File: config.mk
export PLATFORM = sky130hd
export DESIGN_NAME = page_access_sampler
export DESIGN_NICKNAME = d
export VERILOG_FILES = /design/src/rtl/page_access_sampler.sv
export SDC_FILE = /design/constraint.sdc
export NUM_CORES = 1
export LEC_CHECK = 0
export ABC_AREA = 1
export BUFFER_PORTS_ARGS = -buffer_cell sky130_fd_sc_hd__buf_2
export CAP_MARGIN = 20
export CORE_UTILIZATION = 41
export CTS_BUF_LIST = sky130_fd_sc_hd__clkbuf_16
export DETAILED_ROUTE_END_ITERATION = 6
export PLACE_DENSITY = 0.71
export SLEW_MARGIN = 20
export SYNTH_ARGS = -nofsm -noshare
export SYNTH_HDL_FRONTEND = slang
export SYNTH_SLANG_ARGS = --single-unit
File: constraint.sdc
create_clock -name clk -period 4.8 [get_ports clk]
set_clock_uncertainty 0.1 [all_clocks]
set_input_delay 0.48 -clock clk [delete_from_list [all_inputs] [get_ports clk]]
set_output_delay 0.48 -clock clk [all_outputs]
set_load 0.005 [all_outputs]
File: src/rtl/page_access_sampler.sv
// -----------------------------------------------------------------------------
// page_access_sampler
//
// Snoops the AXI read/write address handshakes, turns each access into a page
// address, rate-samples the accesses and buffers the sampled page addresses.
// It streams them to the page hot tracker. After every MIG_TH delivered
// addresses it raises a MIG query. A FLUSH query can be requested with
// flush_req.
//
// Ports
//   clk, rstn                       clock, asynchronous active-low reset
//   ar_addr/ar_valid/ar_ready       snooped read address handshake
//   aw_addr/aw_valid/aw_ready       snooped write address handshake
//   cfg_enable                      sampling enable
//   cfg_track_writes                include write accesses
//   cfg_sample_log2                 sample 1 of every 2^n events
//   flush_req                       single-cycle FLUSH query request
//   out_addr/out_valid/out_ready    page-address stream to the tracker
//   query_en/query_cmd/query_ready  tracker query handshake (0 IDLE, 1 MIG, 2 FLUSH)
//   stat_sent_cnt                   addresses delivered (saturating)
//   stat_drop_cnt                   sampled addresses dropped on full (saturating)
// -----------------------------------------------------------------------------
module page_access_sampler #(
    parameter int AXI_ADDR_W  = 52,
    parameter int PAGE_SHIFT  = 12,
    parameter int ADDR_SIZE   = 28,
    parameter int FIFO_DEPTH  = 8,
    parameter int SAMPLE_BITS = 4,
    parameter int MIG_TH      = 450,
    parameter int CMD_WIDTH   = 4,
    parameter int CNT_SIZE    = 32
) (
    input  logic                   clk,
    input  logic                   rstn,
    input  logic [AXI_ADDR_W-1:0]  ar_addr,
    input  logic                   ar_valid,
    input  logic                   ar_ready,
    input  logic [AXI_ADDR_W-1:0]  aw_addr,
    input  logic                   aw_valid,
    input  logic                   aw_ready,
    input  logic                   cfg_enable,
    input  logic                   cfg_track_writes,
    input  logic [SAMPLE_BITS-1:0] cfg_sample_log2,
    input  logic                   flush_req,
    output logic [ADDR_SIZE-1:0]   out_addr,
    output logic                   out_valid,
    input  logic                   out_ready,
    output logic                   query_en,
    output logic [CMD_WIDTH-1:0]   query_cmd,
    input  logic                   query_ready,
    output logic [CNT_SIZE-1:0]    stat_sent_cnt,
    output logic [CNT_SIZE-1:0]    stat_drop_cnt
);

    localparam int PW = $clog2(FIFO_DEPTH);
    localparam int CW = PW + 1;
    localparam int EW = $clog2(MIG_TH + 1);

    localparam logic [CW-1:0]        DEPTH_C    = CW'(FIFO_DEPTH);
    localparam logic [EW-1:0]        EPOCH_LAST = EW'(MIG_TH - 1);
    localparam logic [CMD_WIDTH-1:0] CMD_IDLE   = CMD_WIDTH'(0);
    localparam logic [CMD_WIDTH-1:0] CMD_MIG    = CMD_WIDTH'(1);
    localparam logic [CMD_WIDTH-1:0] CMD_FLUSH  = CMD_WIDTH'(2);

    typedef enum logic [1:0] {
        RUN   = 2'd0,
        QWAIT = 2'd1,
        QDONE = 2'd2
    } state_t;

    // ------------------------------------------------------------------
    // State
    // ------------------------------------------------------------------
    state_t                 state_reg, state_next;
    logic [CMD_WIDTH-1:0]   qcmd_reg, qcmd_next;
    logic [15:0]            ev_cnt_reg, ev_cnt_next;
    logic [CW-1:0]          count_reg, count_next;
    logic [PW-1:0]          rd_ptr_reg, rd_ptr_next;
    logic [PW-1:0]          wr_ptr_reg, wr_ptr_next;
    logic [EW-1:0]          epoch_reg, epoch_next;
    logic [CNT_SIZE-1:0]    sent_reg, sent_next;
    logic [CNT_SIZE-1:0]    drop_reg, drop_next;
    logic [ADDR_SIZE-1:0]   out_addr_reg, out_addr_next;
    logic                   out_valid_reg, out_valid_next;
    logic                   query_en_reg, query_en_next;
    logic [CMD_WIDTH-1:0]   query_cmd_reg, query_cmd_next;

    logic [ADDR_SIZE-1:0]   mem [FIFO_DEPTH];

    // Only the page field of the snooped addresses matters; the rest is
    // folded here so the unused bits are visibly intentional.
    logic                   unused_addr_bits;
    assign unused_addr_bits = ^{ar_addr, aw_addr};

    // ------------------------------------------------------------------
    // Event detection and sampling
    // ------------------------------------------------------------------
    logic                   rd_ev, wr_ev;
    logic                   rd_sampled, wr_sampled;
    logic                   rd_push, wr_push;
    logic [1:0]             n_push, n_drop;
    logic [15:0]            sample_mask, wr_ev_val;
    logic [CW-1:0]          free_slots;
    logic [ADDR_SIZE-1:0]   rd_page, wr_page;
    logic [ADDR_SIZE-1:0]   push_data0, push_data1;

    assign rd_ev = cfg_enable & ar_valid & ar_ready;
    assign wr_ev = cfg_enable & aw_valid & aw_ready & cfg_track_writes;

    assign sample_mask = (16'd1 << cfg_sample_log2) - 16'd1;
    // The write sees k+1 only when a read consumed k in the same cycle.
    assign wr_ev_val   = ev_cnt_reg + 16'(rd_ev);
    assign rd_sampled  = rd_ev && ((ev_cnt_reg & sample_mask) == 16'd0);
    assign wr_sampled  = wr_ev && ((wr_ev_val & sample_mask) == 16'd0);
    assign ev_cnt_next = ev_cnt_reg + 16'(rd_ev) + 16'(wr_ev);

    // Free space is taken before this cycle's pop; the read has priority.
    assign free_slots = DEPTH_C - count_reg;
    assign rd_push    = rd_sampled && (free_slots != '0);
    assign wr_push    = wr_sampled && (free_slots > CW'(rd_push));
    assign n_push     = {1'b0, rd_push} + {1'b0, wr_push};
    assign n_drop     = {1'b0, rd_sampled & ~rd_push} + {1'b0, wr_sampled & ~wr_push};

    assign rd_page    = ar_addr[PAGE_SHIFT +: ADDR_SIZE];
    assign wr_page    = aw_addr[PAGE_SHIFT +: ADDR_SIZE];
    assign push_data0 = rd_push ? rd_page : wr_page;
    assign push_data1 = wr_page;

    // ------------------------------------------------------------------
    // Query state machine and FIFO bookkeeping
    // ------------------------------------------------------------------
    logic                   pop, clear, thresh_hit;
    logic [PW-1:0]          wr_base, wr_base_p1;
    logic [CNT_SIZE:0]      drop_sum;

    always_comb begin
        state_next = state_reg;
        qcmd_next  = qcmd_reg;
        epoch_next = epoch_reg;
        pop        = 1'b0;
        clear      = 1'b0;
        thresh_hit = 1'b0;

        case (state_reg)
            RUN: begin
                // out_valid_reg mirrors !empty while in RUN.
                if (out_valid_reg && out_ready) begin
                    pop = 1'b1;
                    if (epoch_reg == EPOCH_LAST) begin
                        thresh_hit = 1'b1;
                        epoch_next = '0;
                        qcmd_next  = CMD_MIG;
                        state_next = QWAIT;
                    end else begin
                        epoch_next = epoch_reg + EW'(1);
                    end
                end
                // MIG wins over a coincident flush request.
                if (flush_req && !thresh_hit) begin
                    clear      = 1'b1;
                    epoch_next = '0;
                    qcmd_next  = CMD_FLUSH;
                    state_next = QWAIT;
                end
            end
            QWAIT: begin
                if (query_ready) begin
                    state_next = QDONE;
                end
            end
            QDONE: begin
                state_next = RUN;
            end
            default: begin
                state_next = RUN;
            end
        endcase
    end

    // A flush empties the buffer; same-cycle samples land in the emptied FIFO.
    assign wr_base     = clear ? '0 : wr_ptr_reg;
    assign wr_base_p1  = wr_base + PW'(1);
    assign rd_ptr_next = clear ? '0 : rd_ptr_reg + PW'(pop);
    assign wr_ptr_next = wr_base + PW'(n_push);
    assign count_next  = (clear ? '0 : count_reg - CW'(pop)) + CW'(n_push);

    // Registered head: pick the entry that will sit at the new read pointer,
    // bypassing the array when that slot is being written this cycle.
    always_comb begin
        if (n_push != 2'd0 && wr_base == rd_ptr_next) begin
            out_addr_next = push_data0;
        end else if (n_push == 2'd2 && wr_base_p1 == rd_ptr_next) begin
            out_addr_next = push_data1;
        end else begin
            out_addr_next = mem[rd_ptr_next];
        end
    end

    assign out_valid_next = (state_next == RUN) && (count_next != '0);
    assign query_en_next  = (state_next == QWAIT);
    assign query_cmd_next = (state_next == QWAIT) ? qcmd_next : CMD_IDLE;

    assign sent_next = (pop && sent_reg != '1) ? sent_reg + CNT_SIZE'(1) : sent_reg;
    assign drop_sum  = {1'b0, drop_reg} + (CNT_SIZE + 1)'(n_drop);
    assign drop_next = drop_sum[CNT_SIZE] ? '1 : drop_sum[CNT_SIZE-1:0];

    // ------------------------------------------------------------------
    // Registers
    // ------------------------------------------------------------------
    always_ff @(posedge clk or negedge rstn) begin
        if (!rstn) begin
            state_reg     <= RUN;
            qcmd_reg      <= CMD_IDLE;
            ev_cnt_reg    <= '0;
            count_reg     <= '0;
            rd_ptr_reg    <= '0;
            wr_ptr_reg    <= '0;
            epoch_reg     <= '0;
            sent_reg      <= '0;
            drop_reg      <= '0;
            out_addr_reg  <= '0;
            out_valid_reg <= 1'b0;
            query_en_reg  <= 1'b0;
            query_cmd_reg <= CMD_IDLE;
        end else begin
            state_reg     <= state_next;
            qcmd_reg      <= qcmd_next;
            ev_cnt_reg    <= ev_cnt_next;
            count_reg     <= count_next;
            rd_ptr_reg    <= rd_ptr_next;
            wr_ptr_reg    <= wr_ptr_next;
            epoch_reg     <= epoch_next;
            sent_reg      <= sent_next;
            drop_reg      <= drop_next;
            out_addr_reg  <= out_addr_next;
            out_valid_reg <= out_valid_next;
            query_en_reg  <= query_en_next;
            query_cmd_reg <= query_cmd_next;
        end
    end

    // Storage array carries no reset; occupancy is tracked by count_reg.
    always_ff @(posedge clk) begin
        if (n_push != 2'd0) begin
            mem[wr_base] <= push_data0;
        end
        if (n_push == 2'd2) begin
            mem[wr_base_p1] <= push_data1;
        end
    end

    assign out_addr      = out_addr_reg;
    assign out_valid     = out_valid_reg;
    assign query_en      = query_en_reg;
    assign query_cmd     = query_cmd_reg;
    assign stat_sent_cnt = sent_reg;
    assign stat_drop_cnt = drop_reg;

endmodule
; ---- Word level (Yosys, flattened, before mapping)
; Memories as Yosys holds them, arrays and structs flattened. A register that Yosys moved wholly into a read port is not among the register bits.
; Index checks and enable logic that the tools add are counted.
[word_totals]
register_bits = 111
latch_bits = 0
ram_bits = 224
mem_bits_ro = 0
inputBits = 119
elab_cells = 93
n_memories = 1
[classes]
n_addsub = 14
n_mul = 0
div = 0
order_cmp = 1
eq_ne = 5
n_shift = 1
muxes = 29
n_bitwise = 11
n_reduce_logical = 19
[memory_table]
columns = memory, words, word_bits, rd, rd_ports_with_merged_regs, wr, line
row1 = mem, 8, 28, 1, 1, 2, 88  ; logic [ADDR_SIZE-1:0] mem [FIFO_DEPTH];
[ops]
columns = cell, n
row1 = adder 32 x 2 -> 33 bit, 1
row2 = adder 16 x 1 -> 16 bit, 2
row3 = "adder 32 x 1 -> 32 bit, second input constant", 1
row4 = bitwise AND 16 bit, 2
row5 = logical NOT 16 bit, 2
row6 = 2-to-1 mux 32 bit, 1
row7 = "inequality test 32 bit, second input constant", 1
row8 = 2-to-1 mux 28 bit, 1
row9 = 2-to-1 mux 9 bit, 3
row10 = 2-to-1 mux 4 bit, 6
row11 = "left shift 1 x 4 -> 16 bit, first input constant", 1
row12 = "subtractor 16 x 1 -> 16 bit, second input constant", 1
row13 = 2-to-1 mux 1 bit, 11
row14 = "adder 9 x 1 -> 9 bit, second input constant", 1
row15 = "== test 9 bit, second input constant", 1
row16 = logical AND 1 bit, 8
row17 = 2-to-1 mux 2 bit, 4
row18 = nonzero test 4 bit, 2
row19 = bitwise AND 1 bit, 7
row20 = 2-to-1 mux 3 bit, 2
row21 = adder 1 x 1 -> 2 bit, 2
row22 = adder 4 x 2 -> 4 bit, 1
row23 = "== test 2 x 1 -> 1 bit, second input constant", 2
row24 = greater-than comparator 4 x 1 -> 1 bit, 1
row25 = 12 further kinds, 16

; ---- Logic depth before layout (Yosys ltp)
; Gate-level depths: netlist (run 1).
[depth]
word_depth = 13
ltp_mapped = 31
mapped_depth_nobuf = 29

; ---- Worst setup path before layout (run 1)
; Ideal clock, no wire load.
[synth_path]
path_type = input -> register
from = input cfg_sample_log2[2]
to = memory mem[3][0] (enable)
setup_ps = 452
arrival_time_ps = 4897
required_ps = 4248
slack_ps = -649
cell_stages = 22
path_cell_list = buf_4 -> nor2_8 -> nand3_1 -> ha_1 -> inv_1 -> nand2_1 -> nand2_1 -> nor3_1 -> nand3_1 -> nor2_1 -> nand4_1 -> buf_2 -> inv_1 -> ha_1 -> nor2_1 -> nor3_1 -> nor2_1 -> inv_1 -> ha_1 -> inv_1 -> nand2_1 -> o21ai_0
[synth_lines]
columns = item, line
row1 = start: declaration, 43  ; input logic [SAMPLE_BITS-1:0] cfg_sample_log2,
row2 = end: declaration, 88

; ---- Worst setup path after layout (run 1)
[layout_path]
from = register count_reg[0]
to = register drop_reg[2] (netlist: stat_drop_cnt[2])
[layout_via]
elab_chain_cells = 10
elab_cells_between_ends = 12
cone_classes = 3 x add/sub / 1 x order compare / 1 x mux / 4 x bitwise / 3 x reduce/logical
[layout_lines]
columns = item, line
row1 = start: declaration, 77  ; logic [CW-1:0] count_reg, count_next;
row2 = start signal: assignment, 229  ; count_reg <= count_next;
row3 = subtractor 4 bit *, 118  ; assign free_slots = DEPTH_C - count_reg;
row4 = nonzero test 4 bit, 119  ; assign rd_push = rd_sampled && (free_slots != '0);
row5 = logical AND 1 bit, 119
row6 = greater-than comparator 4 x 1 -> 1 bit, 120  ; assign wr_push = wr_sampled && (free_slots > CW'(rd_push));
row7 = logical AND 1 bit, 120
row8 = NOT 1 bit, 122  ; assign n_drop = {1'b0, rd_sampled & ~rd_push} + {1'b0, wr_sampled & ~wr_push};
row9 = bitwise AND 1 bit, 122
row10 = adder 1 x 1 -> 2 bit *, 122
row11 = adder 32 x 2 -> 33 bit *, 204  ; assign drop_sum = {1'b0, drop_reg} + (CNT_SIZE + 1)'(n_drop);
row12 = 2-to-1 mux 32 bit *, 205  ; assign drop_next = drop_sum[CNT_SIZE] ? '1 : drop_sum[CNT_SIZE-1:0];
row13 = net drop_next[2], 82  ; logic [CNT_SIZE-1:0] drop_reg, drop_next;
row14 = end signal: assignment, 234  ; drop_reg <= drop_next;
row15 = end: declaration, 82
; Mark *: on every way through the listed nets, which the timed path passes. The rest lies on a longest branch.
; A chain may end at the register's enable or synchronous reset.

==> results of run 1 <==
[area by class of cell]
class / count / area (µm²) / area share (%)
Antenna cell: 2 / 5.00 / 0.0214
Clock buffer: 45 / 1130 / 4.80
Clock inverter: 32 / 185 / 0.790
Inverter: 224 / 847 / 3.61
Multi-Input combinational cell: 1782 / 8680 / 37.0
Sequential cell: 362 / 10200 / 43.4
Tap cell: 664 / 831 / 3.54
Timing Repair Buffer: 240 / 1590 / 6.78
[final timing paths]
| path | slack (ns) | end | startpoint |
|---|---|---|---|
| worst max-delay path | 0.45 | stat_drop_cnt[2] | count_reg[0] |
| max in group asynchronous | 3.11 | out_addr[12] | rstn |
| worst min-delay path | 0.07 | state_reg[1] | query_ready |
| min in group asynchronous | 0.42 | stat_sent_cnt[7] | rstn |
| worst min register to register | 0.37 | state_reg[1] | state_reg[1] |
| worst max register to register | 0.45 | stat_drop_cnt[2] | count_reg[0] |
[logic make-up after synthesis]
family / Yosys count / share of synthesized area (%)
buf+inv: 367 / 7.63
fa+ha+maj: 26 / 1.71
mux: 1 / 0.0554
xor+xnor: 64 / 2.76
compound gates: 341 / 9.20
flops: 362 / 50.1
simple gates: 1350 / 28.6
[what timing repair did]
item	4_1_cts	5_1_grt
hold buffers	1	0
hold endpoints to repair	75	0
setup endpoints to repair	0	25
resized for setup	0	4
[per-layer routing]
layer | wire length [µm] | GRT usage, % | vias up
met4 | 2180 | 10.2 | 0
met3 | 5090 | 3.79 | 147
met1 | 23300 | 29.3 | 8406
met2 | 28500 | 40.2 | 826
met5 | 0 | 0 | -
li1 | - | - | 8565
[report_power, final]
group / total [mW] / internal, mW / switching (mW)
clock: 3.07 / 1.78 / 1.29
combinational: 2.12 / 0.652 / 1.47
sequential: 3.62 / 3.50 / 0.121
total: 8.82 / 5.94 / 2.88
[stage by stage]
stage / power (mW) / cells / setup TNS, ns / util (%)
global route: 9.23 / 3351 / 0 / 47.9
global placement: 5.72 / 3271 / -0.910 / 45.1
detailed placement: 5.77 / 3271 / -0.714 / 45.1
CTS: 8.84 / 3349 / 0 / 47.8
floorplan: 5.07 / 2511 / -144.63 / -
finish: 8.82 / 3351 / 0 / 47.9
[worst max-delay path, cell delays in order, from the launching register on]
cell and delay [ns]:
dfrtp_1 0.36, inv_1 0.17, ha_1 0.20, xor2_1 0.19, nand4_1 0.18, nand4_1 0.18
inv_1 0.07, ha_1 0.27, nor2_1 0.05, nor3_2 0.22, nand3_1 0.17, fa_1 0.42
inv_1 0.09, ha_1 0.16, nand2_1 0.07, nor2_1 0.12, nand2_1 0.10, nor2_1 0.13
nand3_1 0.10, inv_1 0.09, nand4_1 0.13, nor2_1 0.21, nand2_1 0.16, buf_12 0.20
o21ai_0 0.10
[placed cells by master (no fill, tap or decap), types with 16 or more instances in the layout]
cell type / Yosys / final
nand2_1: 703 / 702
nor2_1: 289 / 287
inv_1: 209 / 227
edfxtp_1: 224 / 224
nand3_1: 210 / 209
o21ai_0: 187 / 179
buf_2: 64 / 167
dfrtp_1: 138 / 138
a21oi_1: 59 / 59
a31oi_1: 57 / 57
buf_4: 7 / 55
clkbuf_16: 0 / 45
xor2_1: 44 / 42
nor3_1: 42 / 41
or2_2: 29 / 29
nand4_1: 22 / 22
ha_1: 23 / 22
o2111ai_1: 21 / 21
xnor2_1: 20 / 20
nand3b_1: 17 / 17
buf_12: 1 / 16
==> impl_metrics.tcl, run 1 <==
set metrics [dict create \
    place_area_um2 22100 \
    period_share_pct 90.7 \
    drt_pass1_iterations 6 \
    syn_nets 2656 \
    vias 17900 \
    cts_tree "done" \
    htree_levels 2 \
    synth_most_common_cell "nand2_1" \
    synth_largest_area_cell "edfxtp_1" \
    fmax_mhz 230 \
    globalRouteOverflowTotal 0 \
    insertion_delay_ns 0.57 \
    grt_usage_pct 23.5 \
    clk_pin_slew_ns 0.06 \
    drt_iter0_drc 1640 \
    grt_max_degree 78 \
    ys_ff_latch 362 \
    final_cell_area_um2 23400 \
    crit_required_ns 5.16 \
    vias_per_cell 5.35 \
    vdd_drop_max_v 0.000291 \
    pre_cts_slack_ns -0.0787 \
    ant_nets 0 \
    synth_top_area_share_pct 33.1 \
    hold_path_class "in -> reg" \
    synth_area_um2 20300 \
    place_hpwl_um 37600 \
    status "completed" \
    cts_buffers 42 \
    place_congestion 0.913 \
    p_per_area_nw_per_um2 376 \
    largest-register "mem" \
    clock_path_buffers 3 \
    antenna_found_initial 2 \
    synth_async_sr_flop_share_pct 38.1 \
    fin_hold_ws_ns 0.0659 \
    largest_reg_flops 224 \
    cts-root-buf "clkbuf_16" \
    initial_utilization_pct 41.5 \
    row_count 81 \
    die_h_um 225 \
    rsz0062_at_grt "false" \
    io_pins 217 \
    core_region_area_um2 49000 \
    grt_pass1_wl_um 92700 \
    cts.sinks 362 \
    fp.dieW_um 225 \
    rr_worst_depth 24 \
    hold_viol_final 0 \
    crit_path_end_kind "register" \
    crit_arrival_ns 4.71 \
    drc_errors 0 \
    synth_edf_count 224 \
    drt-wirelength-per-cell_um 17.6 \
    port_buffers 168 \
    grt_pass1_vias 17500 \
    worst_slew_pin_slew_ns 0.956 \
    setup_viol 0 \
    path_max_fanout 28 \
    seq_area_frac_synth_pct 50.1 \
    synth_common_cells "703 x nand2_1, 289 x nor2_1, 224 x edfxtp_1" \
    fill_cells 4602 \
    hold_depth 3 \
    yosys_warnings 0 \
    syn_inst 2511 \
    die-area_um2 50500 \
    slew_violations 0 \
    area_growth_pct 15.3 \
    critPathLaunchType "register" \
    fin_crit_ns 4.35 \
    power_leakage_nw 10.4 \
    synth_ff_type "edfxtp_1" \
    max-slew-margin-rel_pct 36.2 \
    cts_setup_buffers 0 \
    final_nets 2797 \
    fin_ws_ns 0.448 \
    layout-drive-gt1-share_pct 14.2 \
    avgSynthCellArea_um2 8.10 \
    maxCapViolCount 0 \
    synth.area.top_cells "edfxtp_1 33%, dfrtp_1 17%, nand2_1 13%" \
    routed_wl_um 59100 \
    worst-setup-path-type "reg -> reg" \
    synthDistinctLibCells 46 \
]
Note: power is estimated with default switching activity, not from simulation.
==> run 2: changes to the inputs <==
CTS_BUF_LIST = unset   (was sky130_fd_sc_hd__clkbuf_16)
==> impl_metrics.tcl, run 2 (synthesis gave the netlist of run 1 again) <==
set metrics [dict create \
    globalRouteOverflowTotal 0 \
    cp_cell_sequence "inv_1 > ha_1 > xor2_1 > nand4_1 > nand4_1 > inv_1 > ha_1 > nor2_1 > nor3_2 > nand3_1 > fa_1 > inv_1 > ha_1 > nand2_1 > nor2_1 > nand2_1 > nor2_1 > nand3_1 > inv_1 > nand4_1 > nor2_1 > nand2_1 > buf_12 > o21ai_0" \
    place_hpwl_um 37600 \
    crit_required_ns 5.16 \
    grt_pass1_wl_um 92700 \
    port_buffers 168 \
    clkPwrFrac_pct 35.8 \
    initial_utilization_pct 41.5 \
    row_count 81 \
    grt_pass1_vias 17500 \
    final_common_cell "nand2_1" \
    path_buf_inv 5 \
    antenna_found_initial 2 \
    fin_crit_ns 4.38 \
    critPathSlowestCell "fa_1" \
    path_max_fanout 28 \
    fmax_mhz 228 \
    grt_max_degree 78 \
    cts-root-buf "clkbuf_16" \
    pre_cts_slack_ns -0.0787 \
    routed_wl_um 59100 \
    critPathLaunchType "register" \
    switchingPower_mw 2.89 \
    drt_iter0_drc 1650 \
    cts.sinks 362 \
    sequentialPowerShare_pct 40.5 \
    place_congestion 0.913 \
    drc_errors 8 \
    power_leakage_nw 10.4 \
    layout_common_cells "702 x nand2_1, 287 x nor2_1, 224 x edfxtp_1" \
    sw_frac_of_total_pct 32.3 \
    period_share_pct 91.2 \
    largest_reg_flops 224 \
    drt-wirelength-per-cell_um 17.6 \
    htree_levels 2 \
    final_cell_area_um2 23500 \
    drt_pass1_iterations 7 \
    cts_buffers 42 \
    die_h_um 225 \
    intPower_mw 6.06 \
    cts_setup_buffers 0 \
    hold_viol_final 0 \
    fp.dieW_um 225 \
    io_pins 217 \
    insertion_delay_ns 0.57 \
    max-slew-margin-rel_pct 36.9 \
    comb_power_share_pct 23.8 \
    ant_nets 0 \
    final_nets 2797 \
    largest-register "mem" \
    maxCapViolCount 0 \
    hold_path_class "in -> reg" \
    cts_tree "done" \
    p_per_area_nw_per_um2 381 \
    die-area_um2 50500 \
    clk_pin_slew_ns 0.06 \
    vdd_drop_max_v 0.000289 \
    layout-drive-gt1-share_pct 14.4 \
    layout.cells.non_filler 3351 \
    max_stage_delay_ns 0.42 \
    crit_family "simple AND/OR/NAND/NOR gates" \
    vias 18000 \
    crit_path_end_kind "register" \
    place_area_um2 22100 \
    clock_path_buffers 3 \
    slew_violations 0 \
    status "complete, but fails checks" \
    core_region_area_um2 49000 \
    vias_per_cell 5.38 \
    grt_usage_pct 23.5 \
    placed_cells 3271 \
    setup_viol 0 \
    worst_slew_pin_slew_ns 0.946 \
    area_growth_pct 15.5 \
    rsz0062_at_grt "false" \
    crit_arrival_ns 4.74 \
    fin_ws_ns 0.421 \
    worst-setup-path-type "reg -> reg" \
    violations "design-rule violations" \
]
==> run 2: cell count changes in the layout (fill, tap and decap cells not counted) <==
cell      previous run  this run
clkbuf_1             0        18
clkinv_1             6         1
clkbuf_8             0         5
inv_1              227       209
==> run 2: worst min-delay path, stage by stage <==
cell	delay, ns
buf_2	0.10
inv_1	0.06
nor3_1	0.05
==> run 2: repair_timing <==
action	in CTS	in global routing
gates resized for setup	0	4
setup endpoints to repair	0	25
hold buffers	1	0
hold endpoints to repair	75	0
==> run 2: power by group through the flow <==
stage,sequential (mW),clock [mW],combinational [mW]
3_3_place_gp,3.67,0,2.05
2_1_floorplan,3.66,0,1.41
5_1_grt,3.64,3.34,2.37
3_5_place_dp,3.68,0,2.09
6_report,3.62,3.20,2.12
4_1_cts,3.62,3.24,2.11
==> run 2: layout make-up <==
class	instances	area, µm²
Fill cell	4588	25500
Sequential cell	362	10200
Multi-Input combinational cell	1782	8680
Timing Repair Buffer	240	1590
Clock buffer	68	1260
Inverter	224	847
Tap cell	664	831
Clock inverter	9	98.8
Antenna cell	2	5.00
==> run 2: per-layer routing <==
metal	GRT usage (%)	wire [µm]	share of wire, %	up-vias
met5	0	0	0	-
met4	10.2	2190	3.7	0
met3	3.98	4760	8.1	147
met2	40.2	28700	49	803
met1	29.1	23500	40	8514
li1	-	-	-	8573
==> run 2: metrics by stage <==
step	TNS, ns	power [mW]	utilization (%)	hold slack (ns)
after CTS	0	8.96	47.9	0.0339
after floorplan	-144.63	5.07	-	0.0844
after global routing	0	9.35	48.0	0.0613
after global placement	-0.910	5.72	45.1	0.349
after detailed placement	-0.714	5.77	45.1	0.355
final	0	8.94	48.0	0.0645
==> run 2: worst paths after layout <==
kind	end	cells past startpoint	slack (ns)	start
max	stat_drop_cnt[2]	24	0.42	count_reg[0]
min	state_reg[1]	3	0.06	query_ready
max reg2reg	stat_drop_cnt[2]	24	0.42	count_reg[0]
min reg2reg	state_reg[1]	1	0.37	state_reg[1]
max in group asynchronous	out_addr[9]	3	3.11	rstn
min in group asynchronous	stat_sent_cnt[7]	2	0.41	rstn
==> run 3: changes to the inputs <==
MAX_ROUTING_LAYER = met4   (was unset)
==> impl_metrics.tcl, run 3 (synthesis gave the netlist of run 1 again) <==
set metrics [dict create \
    fp.dieW_um 225 \
    grt_max_degree 84 \
    maxCapViolCount 0 \
    layout_common_cells "702 x nand2_1, 287 x nor2_1, 224 x edfxtp_1" \
    grt_usage_pct 24.1 \
    cts_tree "done" \
    max_stage_delay_ns 0.41 \
    drc_errors 0 \
    drt_iter0_drc 1772 \
    path_buf_inv 6 \
    io_pins 217 \
    grt_pass1_wl_um 92200 \
    insertion_delay_ns 0.58 \
    area_growth_pct 15.4 \
    clk_pin_slew_ns 0.06 \
    die_h_um 225 \
    crit_arrival_ns 4.67 \
    fill_cells 4609 \
    ant_nets 0 \
    place_hpwl_um 37300 \
    core_region_area_um2 49000 \
    busiest_layer "met2" \
    largest-register "mem" \
    p_per_area_nw_per_um2 379 \
    fmax_mhz 233 \
    fin_crit_ns 4.29 \
    htree_levels 2 \
    final_common_cell "nand2_1" \
    cts-root-buf "clkbuf_16" \
    cts_setup_buffers 0 \
    slew_violations 0 \
    crit_family "simple AND/OR/NAND/NOR gates" \
    worst_slew_pin_slew_ns 1.06 \
    initial_utilization_pct 41.5 \
    max-slew-margin-rel_pct 29.6 \
    grt_pass1_vias 17500 \
    path_max_fanout 24 \
    grt.met1_usage_pct 29.0 \
    status "completed" \
    die-area_um2 50500 \
    rsz0062_at_grt "false" \
    worst-setup-path-type "reg -> reg" \
    cts_buffers 41 \
    antenna_found_initial 7 \
    cts.sinks 362 \
    setup_viol 0 \
    drt-wirelength-per-cell_um 17.5 \
    tns_ns 0 \
    grtUsageMet2_pct 39.4 \
    critPathLaunchType "register" \
    layout.cells.non_filler 3353 \
    placed_cells 3270 \
    final_nets 2795 \
    layout-drive-gt1-share_pct 14.4 \
    period_share_pct 89.3 \
    crit_path_end_kind "register" \
    pre_cts_slack_ns -0.0360 \
    largest_reg_flops 224 \
    crit_required_ns 5.18 \
    vias 18000 \
    power_leakage_nw 10.4 \
    globalRouteOverflowTotal 0 \
    hold_path_class "in -> reg" \
    port_buffers 168 \
    grt_util_met3_pct 3.32 \
    vdd_drop_max_v 0.000276 \
    fin_hold_ws_ns 0.0639 \
    clock_path_buffers 3 \
    row_count 81 \
    critPathSlowestCell "fa_1" \
    p_total_mw 8.88 \
    drt_pass1_iterations 5 \
    routed_wl_um 58600 \
    vias_per_cell 5.38 \
    fin_ws_ns 0.515 \
    hold_viol_final 0 \
    place_congestion 0.933 \
]
-- run 3: changes by cell type in the layout (fill, tap and decap cells not counted), moves of 2 or more --
cell        previous run  this run
diode_2                2         7
clkinv_8               0         2
clkinv_2               5         8
clkinvlp_4             2         0
clkinv_1               1         3
clkbuf_16             45        41
clkbuf_8               5         8
clkbuf_1              18        10
-- run 3: worst paths after layout --
path,start,to,slack (ns),depth (start not counted)
max,ev_cnt_reg[0],stat_drop_cnt[11],0.51,28
min in group asynchronous,rstn,epoch_reg[0],0.44,2
max reg2reg,ev_cnt_reg[0],stat_drop_cnt[11],0.51,28
max in group asynchronous,rstn,out_addr[17],3.13,3
min,query_ready,state_reg[1],0.06,3
min reg2reg,state_reg[1],state_reg[1],0.37,1
-- run 3: power breakdown --
| part | internal [mW] | leakage, nW | total, mW | switching [mW] |
|---|---|---|---|---|
| clock network | 1.87 | 0.667 | 3.16 | 1.29 |
| logic | 0.645 | 5.91 | 2.10 | 1.46 |
| registers | 3.50 | 3.78 | 3.62 | 0.119 |
| total | 6.01 | 10.4 | 8.88 | 2.87 |
-- run 3: worst register-to-register path: cells and delay by family, from the launching register on --
family          cells  cell delay, ns
buf+inv             6            0.73
flops               1            0.38
fa+ha+maj           4            1.00
simple gates       16            1.82
compound gates      2            0.17
-- run 3: area by class of cell --
| class | count | area (µm²) | area share, % |
|---|---|---|---|
| timing repair buffer | 239 | 1570 | 6.69 |
| clock inverter | 16 | 178 | 0.757 |
| antenna | 7 | 17.5 | 0.0747 |
| tap | 664 | 831 | 3.54 |
| inverter | 224 | 847 | 3.61 |
| multi-input combinational | 1782 | 8660 | 36.9 |
| clock buffer | 59 | 1170 | 5.00 |
| sequential | 362 | 10200 | 43.4 |
-- run 3: repair_timing --
action	4_1_cts	5_1_grt
hold buffers	1	0
gates resized for setup	0	1
endpoints found under the setup margin	0	21
hold endpoints to repair	81	0
-- run 3: routing by layer --
layer  wire length, µm  vias up  share of wire, %
met5                 0        -                 0
met4              2380        0               4.1
met3              4320      154               7.4
met2             28300      745                48
met1             23600     8562                40
li1                  -     8581                 -
-- run 3: metrics by stage --
| step | util [%] | area (µm²) |
|---|---|---|
| after global routing | 47.9 | 23500 |
| after CTS | 47.9 | 23400 |
| after global placement | 45.1 | 22100 |
| after floorplan | - | 20300 |
| final | 47.9 | 23500 |
| after detailed placement | 45.1 | 22100 |
